**src/rtl/uart_pkg.sv**
```systemverilog
// Shared UART definitions for the rx and tx blocks: frame geometry, board clocking, FSM states.
package uart_pkg;

    localparam int unsigned DATA_BITS = 8;
    localparam int unsigned CLK_HZ    = 12_000_000;
    localparam int unsigned BAUD      = 9600;

    typedef enum logic [2:0] {
        StIdle,
        StStart,
        StData,
        StStop,
        StBreak
    } rx_state_e;

    function automatic int unsigned clks_per_bit(input int unsigned clk_hz,
                                                 input int unsigned baud);
        return clk_hz / baud;
    endfunction

endpackage

```
**src/rtl/sync_2ff.sv**
```systemverilog
// Two-flop synchronizer for a single asynchronous input, with a selectable reset value.
module sync_2ff #(
    parameter logic RESET_VAL = 1'b1
) (
    input  logic clk_hw,
    input  logic rst_n,
    input  logic d,
    output logic q
);

    logic meta;

    always_ff @(posedge clk_hw) begin
        if (!rst_n) begin
            meta <= RESET_VAL;
            q    <= RESET_VAL;
        end else begin
            meta <= d;
            q    <= meta;
        end
    end

endmodule

```
**src/rtl/uart_rx_8n1.sv**
```systemverilog
// 8N1 UART receiver: mid-bit sampling via a cycle counter, LSB first, one-cycle strobes for
// good bytes and framing errors.
module uart_rx_8n1
    import uart_pkg::*;
#(
    parameter int unsigned CLKS_PER_BIT = clks_per_bit(CLK_HZ, BAUD)
) (
    input  logic                 clk_hw,
    input  logic                 rst_n,
    input  logic                 rx_pin,
    output logic [DATA_BITS-1:0] rx_data,
    output logic                 rx_valid,
    output logic                 frame_err,
    output logic                 busy
);

    localparam int unsigned      CntW    = $clog2(CLKS_PER_BIT);
    localparam logic [CntW-1:0]  CntHalf = CntW'(CLKS_PER_BIT / 2 - 1);
    localparam logic [CntW-1:0]  CntFull = CntW'(CLKS_PER_BIT - 1);
    localparam int unsigned      IdxW    = $clog2(DATA_BITS);
    localparam logic [IdxW-1:0]  LastBit = IdxW'(DATA_BITS - 1);

    rx_state_e            state;
    logic [CntW-1:0]      cnt;
    logic [IdxW-1:0]      bit_idx;
    logic [DATA_BITS-1:0] shreg;
    logic                 rx_s;

    sync_2ff #(
        .RESET_VAL (1'b1)
    ) u_sync_rx (
        .clk_hw (clk_hw),
        .rst_n  (rst_n),
        .d      (rx_pin),
        .q      (rx_s)
    );

    // busy is cleared from IDLE only, so it stays high through the rx_valid cycle and
    // drops on the cycle after.
    always_ff @(posedge clk_hw) begin
        if (!rst_n) begin
            state     <= StIdle;
            cnt       <= '0;
            bit_idx   <= '0;
            shreg     <= '0;
            rx_data   <= '0;
            rx_valid  <= 1'b0;
            frame_err <= 1'b0;
            busy      <= 1'b0;
        end else begin
            rx_valid  <= 1'b0;
            frame_err <= 1'b0;
            unique case (state)
                StIdle: begin
                    busy <= ~rx_s;
                    if (!rx_s) begin
                        state <= StStart;
                        cnt   <= '0;
                    end
                end
                StStart: begin
                    if (cnt == CntHalf) begin
                        cnt <= '0;
                        if (!rx_s) begin
                            state   <= StData;
                            bit_idx <= '0;
                        end else begin
                            state <= StIdle;
                        end
                    end else begin
                        cnt <= cnt + 1'b1;
                    end
                end
                StData: begin
                    if (cnt == CntFull) begin
                        shreg[bit_idx] <= rx_s;
                        cnt            <= '0;
                        bit_idx        <= bit_idx + 1'b1;
                        if (bit_idx == LastBit) begin
                            state <= StStop;
                        end
                    end else begin
                        cnt <= cnt + 1'b1;
                    end
                end
                StStop: begin
                    if (cnt == CntFull) begin
                        cnt <= '0;
                        if (rx_s) begin
                            rx_data  <= shreg;
                            rx_valid <= 1'b1;
                            state    <= StIdle;
                        end else begin
                            frame_err <= 1'b1;
                            state     <= StBreak;
                        end
                    end else begin
                        cnt <= cnt + 1'b1;
                    end
                end
                StBreak: begin
                    // A held-low line must not be mistaken for a stream of start bits.
                    if (rx_s) begin
                        state <= StIdle;
                    end
                end
                default: begin
                    state <= StIdle;
                end
            endcase
        end
    end

endmodule

```
**config.mk**
```make
export PLATFORM = sky130hd
export DESIGN_NAME = uart_rx_8n1
export DESIGN_NICKNAME = d
export VERILOG_FILES = /design/src/rtl/uart_pkg.sv /design/src/rtl/sync_2ff.sv /design/src/rtl/uart_rx_8n1.sv
export SDC_FILE = /design/constraint.sdc
export NUM_CORES = 1
export LEC_CHECK = 0
export BUFFER_PORTS_ARGS = -buffer_cell sky130_fd_sc_hd__buf_2
export CAP_MARGIN = 10
export CELL_PAD_IN_SITES_DETAIL_PLACEMENT = 1
export CELL_PAD_IN_SITES_GLOBAL_PLACEMENT = 1
export CORE_UTILIZATION = 35
export CTS_CLUSTER_SIZE = 30
export DETAILED_ROUTE_END_ITERATION = 12
export GPL_TIMING_DRIVEN = 0
export PLACE_DENSITY_LB_ADDON = 0.25
export SYNTH_ARGS = -nofsm -noshare
export SYNTH_HDL_FRONTEND = slang
export SYNTH_SLANG_ARGS = --single-unit
export TNS_END_PERCENT = 100
```
**constraint.sdc**
```tcl
create_clock -name clk_hw -period 2 [get_ports clk_hw]
set_input_delay 0 -clock clk_hw [delete_from_list [all_inputs] [get_ports clk_hw]]
set_output_delay 0 -clock clk_hw [all_outputs]
set_load 0.005 [all_outputs]
```
# Word-level counts from Yosys, hierarchy flattened
# Cells that the tools add are included.
word_totals:
  register_bits: 38
  input_bits: 3
  output_inout_bits: 11
classes:
  addsub: 2
  magnitude_cmp: 2
  eq_ne: 14
  mux: 22
  bitwise: 1
  n_reduce_logical: 11
ops:
  columns: ["op", "count"]
  rows:
  - ["two-way mux 11 bit", 3]
  - ["one-hot mux 11 bit (3 select lines)", 1]
  - ["two-way mux 3 bit", 10]
  - ["one-hot mux 3 bit (5 select lines)", 1]
  - ["!= test 2 bit (second input constant)", 6]
  - ["adder 11 x 1 -> 11 bit (second input constant)", 1]
  - ["equality test 11 x 10 -> 1 bit (second input constant)", 1]
  - ["equality test 11 bit (second input constant)", 1]
  - ["bitwise mux 8 bit", 1]
  - ["equality test 3 x 2 -> 1 bit (second input constant)", 2]
  - ["equality test 3 bit (second input constant)", 2]
  - ["one-hot mux 3 bit (2 select lines)", 1]
  - ["AND reduction 3 bit", 2]
  - ["AND reduction 6 bit", 1]
  - ["< comparator 3 x 4 -> 1 bit (second input constant)", 1]
  - ["AND reduction 2 bit", 2]
  - ["AND reduction 4 bit", 1]
  - ["adder 3 x 1 -> 3 bit (second input constant)", 1]
  - ["demux 1 bit (select 3 bit)", 1]
  - ["equality test 3 x 1 -> 1 bit (second input constant)", 1]
  - [">= comparator 3 x 1 -> 1 bit (second input constant)", 1]
  - ["logical NOT 3 bit", 1]
  - ["two-way mux 1 bit", 3]
  - ["nonzero test 3 bit", 1]
  - ["6 further kinds", 6]

# Depth between registers and ports, before layout
depth:
  word_depth: 5
  ltp_mapped: 8
  depth_no_buf: 6

# Cells and area by module
# A second synthesis with hierarchy kept.
unflattened:
  hier_cells: 197
  hier_area_um2: 1795.5
by_module_without_submodules:
  columns: ["module", "instances", "cells_each", "area_each_um2", "seq_area_each_um2"]
  rows:
  - ["uart_rx_8n1", 1, 193, 1742.9, 720.7]
  - ["sync_2ff", 1, 4, 52.6, 40.0]

# Worst setup path after synthesis
# No wires, ideal clock.
synth_path:
  kind: "register -> register"
  from: "reg cnt[1]"
  to: "reg cnt[3]"
  setup_ns: 0.070
  t_arrival_ns: 1.656
  required_time_ns: 1.930
  slack_ns: 0.273
  path_stages_with_launch: 9
  n_path_buf: 2
  period_less_slack_ns: 1.727
  path_cell_list: "dfxtp_1 -> inv_1 -> ha_1 -> and3b_1 -> clkbuf_1 -> a311oi_2 -> buf_2 -> o22ai_1 -> a21oi_1"
synth_between:
  elab_chain_len: 3
synth_lines:
  columns: ["item", "line", "text"]
  rows:
  - ["from (decl)", "uart_rx_8n1.sv:24", "logic [CntW-1:0] cnt;"]
  - ["from (signal assigned)", "uart_rx_8n1.sv:71", "cnt <= cnt + 1'b1;"]
  - ["from (signal assigned)", "uart_rx_8n1.sv:83", "cnt <= cnt + 1'b1;"]
  - ["from (signal assigned)", "uart_rx_8n1.sv:98", "cnt <= cnt + 1'b1;"]
  - ["adder 11 x 1 -> 11 bit, or another cell as far along", "uart_rx_8n1.sv:71, uart_rx_8n1.sv:83, uart_rx_8n1.sv:98", null]
  - ["two-way mux 11 bit, on equally long branches", "uart_rx_8n1.sv:75, uart_rx_8n1.sv:87, uart_rx_8n1.sv:62", null]
  - ["one-hot mux 11 bit (3 select lines) *", "uart_rx_8n1.sv:53", "unique case (state)"]
# Every way passes the cells marked *; elsewhere a longest branch is shown, timed or not.
# A chain may end at the register's enable or synchronous reset.

# Worst setup path after layout
# Same ends and word-level chain as after synthesis.

==> results by group <==
Final layout
  – Nets: 251
  – # diodes: 0
  – Layout cells sized above 1: 15.2%
  – Fill count: 655
  – Area Growth Syn to Fin: 18.7%
  – Finished Cell Area: 2220 um2

Timing
  – Achievable Freq: 528 MHz
  – Final setup vio count: 0
  – Final Hold Vio Count: 0
  – Slew HR: 59.6%
  – Clk_skew: 0.0127 ns
  – Pins Over Slew Limit: 0
  – Final Cycle Share: 94.7%
  – Minimum clock period: 1.89 ns
  – Worst slew pin tran: 0.604 ns
  – Worst setup slack after layout: 0.106 ns
  – Unrepaired setup endpoints after global routing: no

Synthesis
  – Largest cells by area after synthesis: dfxtp_1, a21oi_1, nand3_1
  – Post-Syn Area: 1870 um2
  – Largest family of logic cells by synthesized area: simple AND/OR/NAND/NOR gates
  – Synth Instances: 222
  – Ys async rst share: 0%
  – Post-synthesis simple-gate area fraction: 27.8%
  – Register bit total from synthesis: 38
  – Post-synth top cells: dfxtp_1, nand2_1, a21oi_1, nand3_1, o21ai_0
  – Compound-cell area share of the yosys netlist: 17.5%
  – XOR/XNOR Fraction of Synth Area: 0.937%
  – Post-synth top area share: 40.7%
  – Synth warnings: 0
  – Post-synth EDFFs: 0
  – Primary FF master, synth: dfxtp_1
  – Synth Area in Adders: 3.35%
  – Synth cell types: 45
  – Multiplexer area fraction after synthesis: 3.75%
  – Register area share after synthesis: 40.7%
  – Syn_nets: 230
  – Top cell type by total area after synthesis: dfxtp_1
  – Top-count cell post-synth: dfxtp_1
  – Synth Area per Inst: 8.42 um2

Floorplanning
  – DIE WIDTH: 75.1 um
  – Initial Util: 36.4%
  – Boundary Pins: 14
  – Die Area: 5640 um2
  – Placeable Area: 5140 um2
  – Die Y: 75.1 um
  – Core Rows: 26

Power and ir drop
  – Sw Ratio: 21.4%
  – Areal power density over the cells: 732 nW/um2
  – Leak pwr: 0.808 nW
  – Comb power frac: 3.9%
  – VDD IR-drop max: 414 uV
  – P_sw: 0.347 mW
  – Clk pwr share: 49.1%
  – Internal: 1.28 mW
  – Flop pwr share: 47.0%

Drt
  – DR WL/cell: 16.3 um
  – Via/cell ratio: 5.45
  – Antenna-violating nets left: 0
  – Post-Route WL: 5130 um
  – Vias: 1712
  – Post-route DRC: 0
  – Iter 0 DRT Violations: 93
  – Pre-Repair DR Iteration Count: 4

Global route
  – GRT Overall Usage: 19.7%
  – Congestion Overflow GR: 0
  – Vias in the first global route: 1609
  – Initial antenna violation count: 0
  – Global-route wire length before repair: 8220 um
  – Largest net degree at the start of global routing: 14

Place
  – Placer Congestion: 0.781
  – DP HPWL: 3450 um
  – Pre-CTS setup slack: -0.0627 ns
  – Number of port buffers: 13
  – Placed Area: 2020 um2

Worst setup path
  – Launch point of the worst reg-to-reg path: cnt[1]
  – CP Depth: 7
  – Critical path fanouts, max: 10
  – CP cell instances: inv_1, ha_1, and3b_2, a311oi_4, buf_4, o22ai_1, a21oi_1
  – End of the critical path: cnt[3]
  – Delay-heaviest family, CP: compound AO/OA/AOI/OAI gates
  – WP data required: 2.21 ns
  – Crit-path max cell delay: 0.43 ns
  – Worst setup path class: reg -> reg
  – Worst path bufs/invs: 2
  – Setup crit start kind: flip-flop
  – Critical path capture point type: flip-flop
  – Reg2reg path depth: 7
  – Reg2reg setup slack: 0.11 ns
  – CP max-delay cell: dfxtp_1
  – Crit path DAT: 2.11 ns
  – R2r endpoint: cnt[3]
  – Critical Path Source: cnt[1]

Clock tree
  – CTS Sinks: 38
  – Root buffer cell: clkbuf_8
  – CTS tree: built
  – Num CTS Buffers: 5
  – Worst-path clk slew: 0.09 ns
  – H-tree levels: 2
  – Longest Clk Path Bufs: 2
  – Worst skew pair latency: 0.30 ns

Worst hold path
  – Worst hold-check path type: in -> reg

Flow run
  – Max Cap Violations: 0

Outcome
  – Status: finished, final reports clean
-- through the flow --
step	instances	utilization, %	hold WS [ns]	TNS, ns	power, mW
CTS	315	42.6	0.133	0	1.65
global route	314	43.2	0.142	0	1.68
global placement	305	39.3	0.190	-0.0102	0.843
detailed placement	305	39.3	0.188	-0.178	0.843
finish	314	43.2	0.134	0	1.62
floorplan	222	-	0.101	0	0.818
-- area by class of cell --
class	instances	area, um2	share of cell area (%)
Timing Repair Buffer	15	82.6	3.72
Tap cell	70	87.6	3.95
Sequential cell	38	761	34.3
Buffer	16	72.6	3.27
Multi-Input combinational cell	157	1040	46.9
Clock inverter	3	68.8	3.10
Clock buffer	5	68.8	3.10
Inverter	10	37.5	1.69
-- layer usage --
layer | vias to the layer above | share of wire (%) | GRT usage [%]
met4 | 0 | 1.2 | 6.71
met1 | 832 | 51 | 27.8
met2 | 17 | 46 | 29.8
met3 | 5 | 2.5 | 4.02
met5 | - | 0 | 0
li1 | 858 | - | -
-- cells in the final DEF, fill, tap and decap left out, drive strengths merged, types with 5 or more instances in the layout --
cell / Yosys / layout
nor3: 7 / 7
nand4: 6 / 6
nor2: 8 / 8
dfxtp: 38 / 38
a21oi: 19 / 19
inv: 9 / 9
nand2: 20 / 20
nand3: 17 / 17
clkbuf: 12 / 16
o21ai: 12 / 12
mux2i: 7 / 7
buf: 5 / 19
ha: 5 / 5
-- cells by family (layout without fill, tap and decap cells) --
kind of cell	after synthesis	in the layout
mux	7	7
compound gates	52	52
simple gates	91	91
xor+xnor	2	2
buf+inv	27	49
flops	38	38
fa+ha+maj	5	5
-- power groups by stage --
stage                     combinational (mW)  sequential (mW)  clock, mW
after floorplan                       0.0381            0.780          0
final                                 0.0636            0.764      0.797
after detailed placement              0.0614            0.782          0
after global placement                0.0618            0.781          0
after CTS                             0.0631            0.764      0.820
after global routing                  0.0705            0.765      0.848
-- registers in the layout, summed over array words and instances, names as in the netlist --
signal and count:
bit_idx 3, busy 1, cnt 11, frame_err 1, rx_data 8, rx_valid 1, shreg 8, state 3
u_sync_rx.meta 1, u_sync_rx.q 1
-- repair_timing --
action	in CTS	in global routing
hold endpoints to repair	1	0
setup endpoints to repair	12	30
resized for setup	3	5
pin swaps	2	0
hold buffers	1	0
setup buffers	1	0
-- how the worst min path moves through the flow --
stage / slack [ns] / start / end / cells past startpoint
floorplan: 0.10 / rx_pin / u_sync_rx.meta / 1
detailed placement: 0.19 / rx_pin / u_sync_rx.meta / 2
finish: 0.13 / rst_n / cnt[8] / 4
CTS: 0.13 / rst_n / cnt[8] / 4
global route: 0.14 / rst_n / cnt[8] / 4
global placement: 0.19 / rx_pin / u_sync_rx.meta / 2
-- worst reg2reg max path: cells and delay by family, from the launching register on --
family                     cells  cell delay [ns]
adders and majority gates      1             0.19
buffers and inverters          2             0.34
DFF                            1             0.43
and+or+nand+nor                1             0.28
AOI/OAI and AO/OA              3             0.59
(Power assumes the default switching activity.)
